==> src/rtl/mult8x8_seq_core.sv <==
// Sequencing/accumulation core of the 8x8 sequential multiplier: one 4x4 nibble
// partial product per step, shifted and summed into a 16-bit accumulator.
module mult8x8_seq_core (
  input  logic        clk,
  input  logic        aclr_n,
  input  logic        start,
  input  logic [7:0]  dataa,
  input  logic [7:0]  datab,
  input  logic [1:0]  count,
  output logic        cnt_clr_n,
  output logic [15:0] product,
  output logic        done,
  output logic        busy,
  output logic        err
);

  typedef enum logic [1:0] {IDLE, CALC, DONE, ERR} state_t;

  state_t      state, state_nx;
  logic [7:0]  a_q, b_q, a_nx, b_nx;
  logic [1:0]  step, step_nx;
  logic [15:0] prod_nx;
  logic        done_nx, busy_nx, err_nx, clr_nx;

  logic [3:0]  nib_a, nib_b;
  logic [7:0]  pp;
  logic [15:0] pp_sh;

  // count[1] picks the multiplicand nibble, count[0] the multiplier nibble
  always_comb begin
    nib_a = count[1] ? a_q[7:4] : a_q[3:0];
    nib_b = count[0] ? b_q[7:4] : b_q[3:0];
    pp    = {4'd0, nib_a} * {4'd0, nib_b};
    case (count)
      2'd0:    pp_sh = {8'd0, pp};
      2'd3:    pp_sh = {pp, 8'd0};
      default: pp_sh = {4'd0, pp, 4'd0};
    endcase
  end

  always_comb begin
    state_nx = state;
    a_nx     = a_q;
    b_nx     = b_q;
    step_nx  = step;
    prod_nx  = product;
    done_nx  = done;
    busy_nx  = busy;
    err_nx   = err;
    clr_nx   = cnt_clr_n;
    case (state)
      CALC: begin
        if (count != step) begin
          // counter out of lock: abandon the operation, keep the partial sum
          state_nx = ERR;
          err_nx   = 1'b1;
          busy_nx  = 1'b0;
          clr_nx   = 1'b0;
        end else begin
          prod_nx = product + pp_sh;
          step_nx = step + 2'd1;
          if (step == 2'd3) begin
            state_nx = DONE;
            done_nx  = 1'b1;
            busy_nx  = 1'b0;
            clr_nx   = 1'b0;
          end
        end
      end
      default: begin
        clr_nx = 1'b0;
        if (start) begin
          state_nx = CALC;
          a_nx     = dataa;
          b_nx     = datab;
          prod_nx  = 16'd0;
          step_nx  = 2'd0;
          clr_nx   = 1'b1;
          busy_nx  = 1'b1;
          done_nx  = 1'b0;
          err_nx   = 1'b0;
        end
      end
    endcase
  end

  always_ff @(posedge clk or negedge aclr_n) begin
    if (!aclr_n) begin
      state     <= IDLE;
      a_q       <= 8'd0;
      b_q       <= 8'd0;
      step      <= 2'd0;
      product   <= 16'd0;
      done      <= 1'b0;
      busy      <= 1'b0;
      err       <= 1'b0;
      cnt_clr_n <= 1'b0;
    end else begin
      state     <= state_nx;
      a_q       <= a_nx;
      b_q       <= b_nx;
      step      <= step_nx;
      product   <= prod_nx;
      done      <= done_nx;
      busy      <= busy_nx;
      err       <= err_nx;
      cnt_clr_n <= clr_nx;
    end
  end

endmodule

==> config.mk <==
export PLATFORM = sky130hd
export DESIGN_NAME = mult8x8_seq_core
export DESIGN_NICKNAME = d
export VERILOG_FILES = /design/src/rtl/mult8x8_seq_core.sv
export SDC_FILE = /design/constraint.sdc
export NUM_CORES = 1
export LEC_CHECK = 0
export ABC_AREA = 0
export CAP_MARGIN = 5
export CORE_MARGIN = 10
export CORE_UTILIZATION = 30
export DETAILED_ROUTE_END_ITERATION = 6
export PLACE_DENSITY_LB_ADDON = 0.25
export REMOVE_ABC_BUFFERS = 1
export SKIP_LAST_GASP = 1
export SYNTH_ARGS = -nofsm -noshare
export SYNTH_HDL_FRONTEND = slang
export SYNTH_SLANG_ARGS = --single-unit
==> constraint.sdc <==
create_clock -name clk -period 6.55 [get_ports clk]
set_input_delay 0.9825 -clock clk [delete_from_list [all_inputs] [get_ports clk]]
set_output_delay 0.9825 -clock clk [all_outputs]
set_load 0.01 [all_outputs]
# == Yosys cells after proc, flatten, opt, wreduce, memory -nomap -nowiden ==
# Index checks and enable logic that the tools add are counted.
# Widths: inputs -> output; s select.
# classes
eq_ne,8
div_mod_pow,0
muxes,25
n_reduce_logical,7
add_sub_neg,2
shift,0
multipliers,1
n_bitwise,1
magnitude_cmp,0
# ops
operator,n
$mux 16,3
$pmux 16 s2,1
$add 16x16->16,1
$mux 2,7
$mux 1,12
$mul 4x4->8,1
$mux 4,2
$reduce_and 2->1,4
$ne 2x2->1 const B,3
$eq 2x2->1 const B,2
$ne 3x3->1 const B,1
$reduce_and 3->1,1
$add 2x1->2 const B,1
$eq 2x1->1 const B,1
$logic_not 2->1,1
$ne 2x2->1,1
$reduce_bool 2->1,1
$not 1->1,1
# totals
ram_bits,0
mem_bits_ro,0
word_cells,53
out_inout_bits,20
memories,0
reg_bits,40
latch_bits,0

# == Depth between registers and ports, before layout ==
# depth
ltp_word,6
mapped_depth,22
depth_no_buf,21

# == Worst setup path before layout ==
# Ideal clock, no wire load.
# synth_timing
path_type,input to register
from,in count[1]
to,reg product[15]
n_path_buf,1
setup_time_ns,0.080
path_stages,22
arrival_ns,5.253
path_slack_ns,1.217
cell_sequence,clkbuf_1 -> mux2i_1 -> or2_1 -> fa_1 -> inv_1 -> fa_1 -> ha_1 -> a21oi_1 -> o21ai_1 -> o21a_1 -> nor2_1 -> xnor2_1 -> nand2_1 -> o21ai_1 -> ha_1 -> nand3_1 -> o21bai_1 -> a211o_1 -> a21oi_1 -> a21oi_1 -> or2_1 -> o211ai_2
# synth_via
elab_chain_cells,6
# synth_lines
item,line_no,rtl
"start, declared",9,"input logic [1:0] count,"
$mux 4,31,nib_a = count[1] ? a_q[7:4] : a_q[3:0];
$mul 4x4->8,33,"pp = {4'd0, nib_a} * {4'd0, nib_b};"
$pmux 16 s2,34,case (count)
$add 16x16->16,60,prod_nx = product + pp_sh;
$mux 16,53,if (count != step) begin
$mux 16,51,case (state)
"end signal, assigned",103,product <= prod_nx;
"end, declared",11,"output logic [15:0] product,"
# Several ways; a longest one is shown, not always the timed one. The select of a mux whose other input is x is not followed.
# A chain may end at the register's enable or synchronous reset.

# == Worst setup path in the final report ==
# Ends and elaborated chain as after synthesis.

==> results.md <==
- The count of warnings emitted by yosys is 0.
- For the final database, setup skew stands at between 0.01 and 0.015 ns.
- For the worst setup path, the data required time is about 6.8 ns.
- The number of pins exceeding their max-slew limit in the final report was 0.
- The via-per-instance ratio is 4.822.
- After clock tree synthesis, the repair step resized 0 gates.
- The x dimension of the die is between 100 and 150 um.
- around 40 I/O pins were placed.
- Synthesis produced a netlist whose cell count is 311.
- The power per standard cell area is a little over 500 nW/um^2.
- The sort of element at the start of the critical path is an input pin.
- The tightest hold margin is ~0.49 ns.
- The count of maximum capacitance violations is 0.
- At the pin with the least slew margin, the transition time is around 0.90 ns.
- The post-cts hold buffer count is 0.
- The congestion estimate from routability-driven global placement came to around 0.84.
- The data arrival time of the critical path is between 6 and 7 ns.
- The smallest clock period supported by the final layout is computed as around 5.9 ns.
- The classification of the worst setup path is in -> reg.
- The number of setup buffers added after CTS is 0.
- The region available for standard cell placement spans between 9000 and 10000 um^2.
- Of the cells placed in the final design, the portion with a size suffix greater than 1 is under 10%.
- The number of CTS-inserted buffers is 5.
- Setup repair after global routing left no endpoint under its margin.
- The run finished with clean final reports.
- The count of input and output buffers is 40.
- The via count of the first global-routing pass is 2409.
- The kind of path behind the tightest hold check is reg -> reg.
- Setup violations remaining at the end of the flow were counted as 0.
- After synthesis the cells add up to between 2000 and 3000 um^2.
- The total iterations of the first detailed-routing run is 5.
- Dividing the synthesized area by the synthesized cell count gives 9.426 um^2.
- The final period utilization is roughly nine tenths.
- The timing-limited maximum frequency is around 170 MHz.
- The overall power consumption is ~1800 uW.
- The critical path endpoint category is a register.
- The clock tree from TritonCTS is yes.
- The first global-routing pass estimated 11.43 mm of wire.
- The routed layout has roughly 2300 vias.
- The number of antenna violations at the first check in global routing came to 0.
- VDD sags by at most between 150 and 200 uV.
- The maximum count of clock buffers along a single path is 2.
- The die footprint is ~14000 um^2.
- The initial standard-cell utilization of the core is between 30% and 40%.
- The leakage power figure is 0.001602 uW.
- The most common flop cell mapped by yosys is dfrtp_1.
- The HPWL after detailed placement is 5.482 mm.
- Compared with the post-synthesis result, the final layout area differs by 22.41%.
- The overall overflow remaining after global route is 0.
- The routed length per instance is 14.22 um.
- After synthesis the netlist holds a flip-flop and latch count of 40.
- The relative max-transition margin is around 40%.
- The remaining antenna violation count after routing is 0.
- The post-route DRC violation count is 0.
- Clock tree synthesis selected as its root buffer the cell clkbuf_8.
- The count of standard-cell rows is 36.
- The clock reaches the later pin of the worst-skew pair after approximately 0.30 ns.
- Clock-pin slew was measured on the worst setup and hold paths at around 0.09 ns.
- The H-tree was split into 2 levels.
- The wire length after detailed routing is 6.884 mm.
- The sum of negative setup slack is 0 ns.
- The die extent in y is around 120 um.
- The sequential cell area fraction in the yosys report is between 30% and 40%.
- The largest fanout on the critical path is 7.
- The number of enable flip-flop cells after synthesis is 0.
- The iteration-0 DRC count of the detailed router is 79.
- The number of failing hold endpoints at the final stage came to 0.
- The share of flip-flops with an asynchronous set or reset is between 90% and 100%.
- The post-layout net count is ~410.
- Global routing consumed, over all layers together, 9.645% of the routing resources.
- The clock sink count is 40.
- The largest net degree at the start of global routing is 41.
- The count of unique library cells instantiated by Yosys is 46.
- The number of diodes is 0.
## synth_stat cells (all sizes together) (4+ instances only)
library cell | instances | share of area, %
nor2 | 22 | 2.8
a21oi | 16 | 2.9
o21ai | 26 | 4.6
mux2 | 16 | 6.1
dfrtp | 40 | 34
clkbuf | 7 | 0.90
mux2i | 8 | 2.7
and2 | 6 | 1.3
nand2b | 4 | 0.94
nand3 | 22 | 3.8
inv | 12 | 1.5
o21bai | 4 | 1.0
xor2 | 4 | 1.2
xnor2 | 11 | 3.3
o211ai | 5 | 1.5
a22o | 7 | 2.1
fa | 5 | 3.4
nor2b | 5 | 1.1
or2 | 5 | 1.1
ha | 31 | 13
nand2 | 27 | 3.5
a211oi | 4 | 1.2
## sequential cells by signal, indices dropped and copies added, names as in the netlist
signal / flops
a_q: 8
b_q: 8
busy: 1
cnt_clr_n: 1
done: 1
err: 1
product: 16
state: 2
step: 2
## power by group
group          internal [uW]  total [uW]  switching [uW]  leakage, uW
Clock                    125         227             102    0.0000614
Combinational            530        1180             654      0.00104
Sequential               342         407            64.6     0.000503
## routing by layer
| metal | routed length [um] | global-route usage, % | up-vias |
|---|---|---|---|
| li1 | - | - | 1187 |
| met1 | 3283 | 12.07 | 1101 |
| met2 | 3183 | 15.61 | 44 |
| met3 | 387 | 3.637 | 2 |
| met4 | 29 | 1.832 | 0 |
| met5 | 0 | 0 | - |
## logic make-up (layout without fill, tap and decap cells)
group,Yosys count,count (layout),synth area share [%]
compound gates,73,73,16.05
xor+xnor,15,15,4.481
flops,40,40,34.14
fa+ha+maj,36,36,16.65
buf+inv,22,62,2.945
simple gates,101,101,16.86
mux,24,24,8.878
## layout make-up
class	instances	area [um^2]
timing repair buffer	42	410.4
fill	1025	6051
multi-input combinational	249	1844
sequential	40	1001
clock buffer	6	82.58
tap	133	166.4
clock inverter	2	38.79
inverter	12	45.04
## cell usage in the layout (no fill, tap or decap), types with 2 or more instances in the layout
cell type        Yosys  layout
dfrtp_1             40      40
clkdlybuf4s50_1      0      39
ha_1                31      31
nand2_1             27      27
nor2_1              22      22
nand3_1             22      22
o21ai_1             18      18
mux2_2              16      16
a21oi_1             15      15
inv_1               12      12
xnor2_1             11      11
mux2i_1              8       8
o21ai_0              7       7
a22o_1               7       7
and2_1               6       6
clkbuf_8             0       6
nor2b_1              5       5
fa_1                 5       5
or2_1                4       4
o21bai_1             4       4
o211ai_1             4       4
xor2_1               4       4
o21a_1               3       3
a211oi_1             3       3
nand2b_1             3       3
nor3_1               2       2
a211o_1              2       2
a21o_1               2       2
buf_4                0       2
## worst max-delay path: stages
cell	delay (ns)
clkdlybuf4s50_1	0.70
mux2i_1	0.23
or2_1	0.28
fa_1	0.53
inv_1	0.05
fa_1	0.49
ha_1	0.31
a21oi_1	0.17
o21ai_1	0.15
o21a_1	0.19
nor2_1	0.11
xnor2_1	0.16
nand2_1	0.07
o21ai_1	0.11
ha_1	0.31
a21oi_1	0.17
nor2_1	0.06
a211o_1	0.29
a21oi_1	0.20
a21oi_1	0.10
or2_1	0.25
o211ai_2	0.15
## metrics by stage
stage | worst slack, ns | instances | utilization (%) | instance area (um^2)
2_1_floorplan | 1.522 | 301 | - | 2890
3_3_place_gp | 0.4599 | 476 | 35.97 | 3467
3_5_place_dp | 0.3491 | 476 | 35.97 | 3467
4_1_cts | 0.6515 | 484 | 37.23 | 3588
5_1_grt | 0.3106 | 484 | 37.23 | 3588
6_report | 0.6933 | 484 | 37.23 | 3588
## final timing paths
path / from / to / slack (ns) / depth (start not counted)
setup / recovery: count[1] / product[15] / 0.69 / 22
min in group asynchronous: aclr_n / step[0] / 0.80 / 1
hold reg to reg: busy / busy / 0.49 / 2
setup reg to reg: a_q[4] / product[15] / 1.80 / 21
hold / removal: busy / busy / 0.49 / 2
max in group asynchronous: aclr_n / product[8] / 5.19 / 1
Power figures use the tool's default switching activity.
